<file path="config.mk">
export PLATFORM = sky130hd
export DESIGN_NAME = fp_add_subt_seq
export DESIGN_NICKNAME = d
export VERILOG_FILES = /design/src/rtl/fp_add_subt_seq.sv
export SDC_FILE = /design/constraint.sdc
export NUM_CORES = 1
export LEC_CHECK = 0
export ABC_AREA = 1
export BUFFER_PORTS_ARGS = -buffer_cell sky130_fd_sc_hd__buf_2
export CAP_MARGIN = 15
export CORE_MARGIN = 3
export CORE_UTILIZATION = 46
export DETAILED_ROUTE_END_ITERATION = 7
export PLACE_DENSITY = 0.74
export SLEW_MARGIN = 15
export SYNTH_ARGS = -nofsm -noshare
export SYNTH_HDL_FRONTEND = slang
export SYNTH_SLANG_ARGS = --single-unit
</file>
<file path="constraint.sdc">
create_clock -name clk -period 3.1 [get_ports clk]
set_input_delay 0.155 -clock clk [delete_from_list [all_inputs] [get_ports clk]]
set_output_delay 0.155 -clock clk [all_outputs]
set_load 0.05 [all_outputs]
</file>
<file path="src/rtl/fp_add_subt_seq.sv">
// Multi-cycle IEEE-754 single-precision adder/subtractor for the CORDIC datapath.
// One operation in flight: IDLE -> SWAP -> ALIGN -> ADD -> NORM -> PACK -> DONE.
module fp_add_subt_seq #(
  parameter int unsigned W  = 32,
  parameter int unsigned E  = 8,
  parameter int unsigned SW = 23
) (
  input  logic         clk,
  input  logic         rst,
  input  logic         beg_fsm_add_subt,
  input  logic         ack_fsm_add_subt,
  input  logic         op_add_subt,
  input  logic [W-1:0] add_subt_dataA,
  input  logic [W-1:0] add_subt_dataB,
  output logic         ready_add_subt,
  output logic [W-1:0] result_add_subt,
  output logic         overflow_flag,
  output logic         underflow_flag
);

  localparam int unsigned MW  = SW + 1;       // mantissa with hidden bit
  localparam int unsigned AW  = MW + 3;       // plus three guard bits
  localparam int unsigned LzW = $clog2(AW);

  localparam logic [E-1:0] AlignLimit = E'(AW);
  localparam logic [E:0]   ExpMax     = {1'b0, {E{1'b1}}};

  localparam logic [2:0] StIdle  = 3'd0;
  localparam logic [2:0] StSwap  = 3'd1;
  localparam logic [2:0] StAlign = 3'd2;
  localparam logic [2:0] StAdd   = 3'd3;
  localparam logic [2:0] StNorm  = 3'd4;
  localparam logic [2:0] StPack  = 3'd5;
  localparam logic [2:0] StDone  = 3'd6;

  logic [2:0]    state_q, state_d;
  logic [W-1:0]  a_q, a_d;
  logic [W-1:0]  b_q, b_d;
  logic          op_q, op_d;
  logic          sign_big_q, sign_big_d;
  logic          eff_sub_q, eff_sub_d;
  logic          special_q, special_d;
  logic [E-1:0]  exp_big_q, exp_big_d;
  logic [E-1:0]  exp_diff_q, exp_diff_d;
  logic [MW-1:0] man_big_q, man_big_d;
  logic [MW-1:0] man_small_q, man_small_d;
  logic [AW-1:0] small_al_q, small_al_d;
  logic [AW:0]   sum_q, sum_d;
  logic [SW-1:0] norm_man_q, norm_man_d;
  // Two's-complement exponent, wide enough to go negative after a large left shift.
  logic [E+1:0]  norm_exp_q, norm_exp_d;
  logic          zero_q, zero_d;
  logic [W-1:0]  result_q, result_d;
  logic          of_q, of_d;
  logic          uf_q, uf_d;

  logic [E-1:0]  exp_a, exp_b;
  logic [MW-1:0] man_a, man_b;
  logic          sign_a, sign_b;
  logic          a_ge_b;
  logic [AW-1:0] big_al;
  logic [AW-1:0] norm_full;
  logic [LzW-1:0] lzc;
  logic          lz_found;
  logic          exp_neg;
  logic          unused_norm;

  assign exp_a  = a_q[W-2:SW];
  assign exp_b  = b_q[W-2:SW];
  assign man_a  = (exp_a == '0) ? '0 : {1'b1, a_q[SW-1:0]};
  assign man_b  = (exp_b == '0) ? '0 : {1'b1, b_q[SW-1:0]};
  assign sign_a = a_q[W-1];
  assign sign_b = b_q[W-1] ^ op_q;
  assign a_ge_b = {exp_a, man_a} >= {exp_b, man_b};
  assign big_al = {man_big_q, 3'b000};
  assign exp_neg = norm_exp_q[E+1];

  always_comb begin
    lzc      = '0;
    lz_found = 1'b0;
    for (int i = AW - 1; i >= 0; i--) begin
      if (!lz_found && sum_q[i]) begin
        lzc      = LzW'(AW - 1 - i);
        lz_found = 1'b1;
      end
    end
  end

  always_comb begin
    if (sum_q[AW]) begin
      norm_full = sum_q[AW:1];
    end else begin
      norm_full = sum_q[AW-1:0] << lzc;
    end
  end

  // Hidden bit and guard bits are dropped when packing (round toward zero).
  assign unused_norm = ^{norm_full[AW-1], norm_full[2:0]};

  always_comb begin
    state_d     = state_q;
    a_d         = a_q;
    b_d         = b_q;
    op_d        = op_q;
    sign_big_d  = sign_big_q;
    eff_sub_d   = eff_sub_q;
    special_d   = special_q;
    exp_big_d   = exp_big_q;
    exp_diff_d  = exp_diff_q;
    man_big_d   = man_big_q;
    man_small_d = man_small_q;
    small_al_d  = small_al_q;
    sum_d       = sum_q;
    norm_man_d  = norm_man_q;
    norm_exp_d  = norm_exp_q;
    zero_d      = zero_q;
    result_d    = result_q;
    of_d        = of_q;
    uf_d        = uf_q;

    case (state_q)
      StIdle: begin
        if (beg_fsm_add_subt) begin
          a_d     = add_subt_dataA;
          b_d     = add_subt_dataB;
          op_d    = op_add_subt;
          state_d = StSwap;
        end
      end
      StSwap: begin
        special_d = (exp_a == '1) || (exp_b == '1);
        eff_sub_d = sign_a ^ sign_b;
        if (a_ge_b) begin
          sign_big_d  = sign_a;
          exp_big_d   = exp_a;
          man_big_d   = man_a;
          man_small_d = man_b;
          exp_diff_d  = exp_a - exp_b;
        end else begin
          sign_big_d  = sign_b;
          exp_big_d   = exp_b;
          man_big_d   = man_b;
          man_small_d = man_a;
          exp_diff_d  = exp_b - exp_a;
        end
        state_d = StAlign;
      end
      StAlign: begin
        if (exp_diff_q >= AlignLimit) begin
          small_al_d = '0;
        end else begin
          small_al_d = {man_small_q, 3'b000} >> exp_diff_q;
        end
        state_d = StAdd;
      end
      StAdd: begin
        if (eff_sub_q) begin
          sum_d = {1'b0, big_al} - {1'b0, small_al_q};
        end else begin
          sum_d = {1'b0, big_al} + {1'b0, small_al_q};
        end
        state_d = StNorm;
      end
      StNorm: begin
        zero_d     = (sum_q == '0);
        norm_man_d = norm_full[AW-2:3];
        if (sum_q[AW]) begin
          norm_exp_d = {2'b00, exp_big_q} + (E+2)'(1);
        end else begin
          norm_exp_d = {2'b00, exp_big_q} - (E+2)'(lzc);
        end
        state_d = StPack;
      end
      StPack: begin
        of_d = 1'b0;
        uf_d = 1'b0;
        if (special_q) begin
          result_d = {1'b0, {E{1'b1}}, 1'b1, {(SW-1){1'b0}}};
        end else if (zero_q) begin
          result_d = '0;
        end else if (!exp_neg && (norm_exp_q[E:0] >= ExpMax)) begin
          result_d = {sign_big_q, {E{1'b1}}, {SW{1'b0}}};
          of_d     = 1'b1;
        end else if (exp_neg || (norm_exp_q == '0)) begin
          result_d = {sign_big_q, {(W-1){1'b0}}};
          uf_d     = 1'b1;
        end else begin
          result_d = {sign_big_q, norm_exp_q[E-1:0], norm_man_q};
        end
        state_d = StDone;
      end
      StDone: begin
        if (ack_fsm_add_subt) begin
          state_d = StIdle;
        end
      end
      default: state_d = StIdle;
    endcase
  end

  always_ff @(posedge clk or negedge rst) begin
    if (!rst) begin
      state_q     <= StIdle;
      a_q         <= '0;
      b_q         <= '0;
      op_q        <= 1'b0;
      sign_big_q  <= 1'b0;
      eff_sub_q   <= 1'b0;
      special_q   <= 1'b0;
      exp_big_q   <= '0;
      exp_diff_q  <= '0;
      man_big_q   <= '0;
      man_small_q <= '0;
      small_al_q  <= '0;
      sum_q       <= '0;
      norm_man_q  <= '0;
      norm_exp_q  <= '0;
      zero_q      <= 1'b0;
      result_q    <= '0;
      of_q        <= 1'b0;
      uf_q        <= 1'b0;
    end else begin
      state_q     <= state_d;
      a_q         <= a_d;
      b_q         <= b_d;
      op_q        <= op_d;
      sign_big_q  <= sign_big_d;
      eff_sub_q   <= eff_sub_d;
      special_q   <= special_d;
      exp_big_q   <= exp_big_d;
      exp_diff_q  <= exp_diff_d;
      man_big_q   <= man_big_d;
      man_small_q <= man_small_d;
      small_al_q  <= small_al_d;
      sum_q       <= sum_d;
      norm_man_q  <= norm_man_d;
      norm_exp_q  <= norm_exp_d;
      zero_q      <= zero_d;
      result_q    <= result_d;
      of_q        <= of_d;
      uf_q        <= uf_d;
    end
  end

  assign ready_add_subt  = (state_q == StDone);
  assign result_add_subt = result_q;
  assign overflow_flag   = of_q;
  assign underflow_flag  = uf_q;

endmodule

</file>
==> results.env <==
RUN_STATUS='complete, but fails checks'
FAILING_CHECKS='setup timing'
FINALCRITPERIODSHARE=1.045
AREA_GROWTH_PCT=25.66
FINAL-MAX-SLEW-VIOLATION-COUNT=0
CP.DEPTH=13
SYNTH_FF_TYPE='sky130_fd_sc_hd__dfrtp_1'
WORSTHOLDPATHTYPE='primary input to async pin'
FINAL.SETUP_SKEW_NS=0.03655
FINAL_HOLD_VIOL_COUNT=0
PLACE_HPWL_MM=40.25
N_ANTENNA_CELL=0
PATH_CELLS='buf_4 > inv_1 > ha_1 > nand2_1 > nor3_1 > and3_4 > nand4_1 > nand3_4 > buf_8 > nand2_8 > clkbuf_16 > o221ai_4 > o21a_1'
SETUP.REG_TO_REG.WORST_SLACK_NS=-0.14
CORE_REGION_AREA_UM2=37140
CRITICAL_PATH_ARRIVAL_NS=3.76
SYN_NETS=2531
FINISH.NET_COUNT=2794
START_UTIL=0.4730
DRT-INITIAL-DRC-COUNT=1602
DRT-PASS1-ITER-COUNT=6
CRIT_PATH_END_KIND='register'
FIRST_GLOBAL_VIAS=16870
GR_USAGE_TOTAL=0.2616
DIE_AREA_UM2=40570
IO-PIN-COUNT=104
WORST_SLEW_PIN_SLEW_NS=0.8681
OVERFLOW=0
FINAL_CRITICAL_PATH_SETUP_SLACK_NS=-0.1390
CRITICAL_PATH.N_BUFFERS_INVERTERS=4
TIMING.MAX_CAP.VIOLATIONS=0
TRITONCTS='built'
CPLARGESTDELAYFAMILY='simple AND/OR/NAND/NOR gates'
PORT_BUFFERS=103
WORST_PATH_MAX_DELAY_CELL='sky130_fd_sc_hd__nor3_1'
FILLER_CELL_COUNT=3264
TIMING.FINAL.CRIT_PERIOD_NS=3.239
TIMING.FMAX_MHz=308.7
REG2REG_DEPTH=13
YOSYS_REGISTER_BITS=258
CLK_PIN_SLEW_NS=0.07
SYNTHDISTINCTLIBCELLS=61
GPL.FINAL_WEIGHTED_CONGESTION=0.9752
NUMBER_OF_SYNTHESIZED_FLOPS_WITH_AN_ENABLE_PIN=0
DIE_H_UM=201.4
CLKLATENCYLATEPIN_NS=0.59
SETUP_VIOL_COUNT_FINAL=46
MOSTFREQUENTLAYOUTCELL='sky130_fd_sc_hd__nand2_1'
CRIT_PATH_START='a_q[26]'
YS_ASYNC_SR_FRACTION=1.000
CORE.ROWCOUNT=70
DETAIL_ROUTE.DRC_VIOLATIONS=0
DETAIL_ROUTE.WIRELENGTH_MM=56.90
CRITICALPATHCATEGORY='register to register'
CRIT_REQUIRED_NS=3.62
SYNTH_WARNINGS=0
SYNTH.CELL_AREA_UM2=17570
START_KIND='register'
CLOCK_TREE.HTREE_LEVEL_COUNT=1
SYN_AREA_PER_CELL_UM2=7.431
CLOCK_TREE.BUFFER_DEPTH=3
CLOCKROOTBUFFER='sky130_fd_sc_hd__clkbuf_16'
RSZ_0062_RAISED_AFTER_GLOBAL_ROUTING='yes'
DRT-VIAS-PER-INSTANCE=5.699
GRT_PASS1_WL_MM=88.46
SYNTH.AREA.TOP_CELLS='sky130_fd_sc_hd__dfrtp_1 (37%), sky130_fd_sc_hd__nand2_1 (10%), sky130_fd_sc_hd__ha_1 (6.7%), sky130_fd_sc_hd__o21ai_0 (5.8%), sky130_fd_sc_hd__inv_1 (5.6%)'
POST_DRT_WL_PER_CELL_UM=18.04
SYNTH_TOP_AREA_CELL='sky130_fd_sc_hd__dfrtp_1'
CHIPWIDTH_UM=201.4
CLOCK_SINKS=258
UTILIZATION=0.5944
PATH_MAX_FANOUT=7
R2R-START='a_q[26]'
ROUTE.VIAS.TOTAL=17970
CTS-BUFFERS-INSERTED=30
SYNTHESIS.INSTANCES=2364
TIMING.SLEW.HEADROOM=0.4212
DRIVE_ABOVE_1_SHARE=0.1921
ANTENNA_FOUND_INITIAL=1
YOSYSSEQAREASHARE=0.3675
SYNTH_TOP_CELL_AREA_SHARE=0.3675
COMMONEST_CELLS_AFTER_ROUTING_FILL_AND_TAPS_ASIDE='sky130_fd_sc_hd__nand2_1 (466), sky130_fd_sc_hd__dfrtp_1 (258), sky130_fd_sc_hd__inv_1 (254)'
ANTENNA_LEFT=0
GRT_START_MAX_NET_PINS=101
MAX_STAGE_DELAY_NS=0.57
-- through the flow --
stage	cell area [µm²]	worst slack [ns]	cells	hold WS (ns)	setup TNS [ns]
after global routing	22070	-0.3058	3154	0.2600	-13.63
final	22070	-0.1390	3154	0.1721	-3.381
after detailed placement	19500	-0.2654	3007	0.2618	-11.11
after global placement	19500	-0.1631	3007	0.2569	-7.334
after floorplan	17570	0.003283	2364	-0.1406	0
after CTS	21310	0.003086	3133	0.2440	0
-- cell families (layout without fill, tap and decap cells) --
family / count (synthesis) / in the layout / share of synthesized area
flip-flops: 258 / 258 / 0.3675
XOR/XNOR: 25 / 25 / 0.01246
multiplexers: 36 / 36 / 0.02236
buffers and inverters: 400 / 686 / 0.08939
AND/OR/NAND/NOR: 963 / 963 / 0.2400
AO/OA/AOI/OAI: 584 / 584 / 0.1968
adder cells (fa/ha/maj): 98 / 98 / 0.07151
-- flip-flops by register name (all words and copies together), names as in the netlist, 10 cells and up --
register	count
norm_exp_q	10
small_al_q	27
b_q	32
man_small_q	24
man_big_q	24
result_add_subt	32
norm_man_q	23
a_q	32
sum_q	28
-- final timing paths --
check                            endpoint
min                             sum_q[15]
min in group clk                   a_q[0]
max                         man_big_q[22]
max reg2reg                 man_big_q[22]
max in group asynchronous          b_q[6]
min reg2reg                norm_man_q[14]
-- worst reg2reg max path, cell delays in order, from the launching register on --
cell,delay [ns]
sky130_fd_sc_hd__dfrtp_1,0.37
sky130_fd_sc_hd__buf_4,0.12
sky130_fd_sc_hd__inv_1,0.10
sky130_fd_sc_hd__ha_1,0.47
sky130_fd_sc_hd__nand2_1,0.14
sky130_fd_sc_hd__nor3_1,0.57
sky130_fd_sc_hd__and3_4,0.33
sky130_fd_sc_hd__nand4_1,0.14
sky130_fd_sc_hd__nand3_4,0.17
sky130_fd_sc_hd__buf_8,0.16
sky130_fd_sc_hd__nand2_8,0.08
sky130_fd_sc_hd__clkbuf_16,0.18
sky130_fd_sc_hd__o221ai_4,0.17
sky130_fd_sc_hd__o21a_1,0.16
-- Yosys cell counts, types with 26 or more instances --
cell / count
sky130_fd_sc_hd__nand2_1: 479
sky130_fd_sc_hd__inv_1: 261
sky130_fd_sc_hd__dfrtp_1: 258
sky130_fd_sc_hd__o21ai_0: 202
sky130_fd_sc_hd__nand3_1: 194
sky130_fd_sc_hd__a21oi_1: 193
sky130_fd_sc_hd__nor2_1: 173
sky130_fd_sc_hd__ha_1: 94
sky130_fd_sc_hd__clkbuf_1: 92
sky130_fd_sc_hd__nand4_1: 44
sky130_fd_sc_hd__o21a_1: 33
sky130_fd_sc_hd__o221ai_1: 28
sky130_fd_sc_hd__mux2_2: 26
-- per-layer routing --
layer | track usage | up-vias | routed length [µm] | share of wire
li1 | - | 8549 | - | -
met1 | 0.3550 | 8539 | 24370 | 0.43
met2 | 0.4367 | 729 | 26820 | 0.47
met3 | 0.03511 | 155 | 3521 | 0.062
met4 | 0.08173 | 2 | 2173 | 0.038
met5 | 0 | - | 12 | 0.00021
-- cell type report --
| type | instances | area, µm² | share of cell area |
|---|---|---|---|
| Inverter | 269 | 1020 | 0.04620 |
| Multi-Input combinational cell | 1706 | 10080 | 0.4569 |
| Clock buffer | 41 | 842.1 | 0.03815 |
| Tap cell | 504 | 630.6 | 0.02857 |
| Clock inverter | 14 | 176.4 | 0.007992 |
| Sequential cell | 258 | 6456 | 0.2925 |
| Timing Repair Buffer | 362 | 2864 | 0.1297 |
-- timing repair --
action                                 4_1_cts  5_1_grt
setup endpoints to repair                   66       84
setup buffers                                3       16
cloned                                       0        7
endpoints found under the hold margin      163        0
pin swaps                                    3       57
hold buffers                                68        0
resized for setup                           20      121
Power is not shown: default switching activity piles up to over one toggle a cycle in this logic, so the estimate is an artifact.
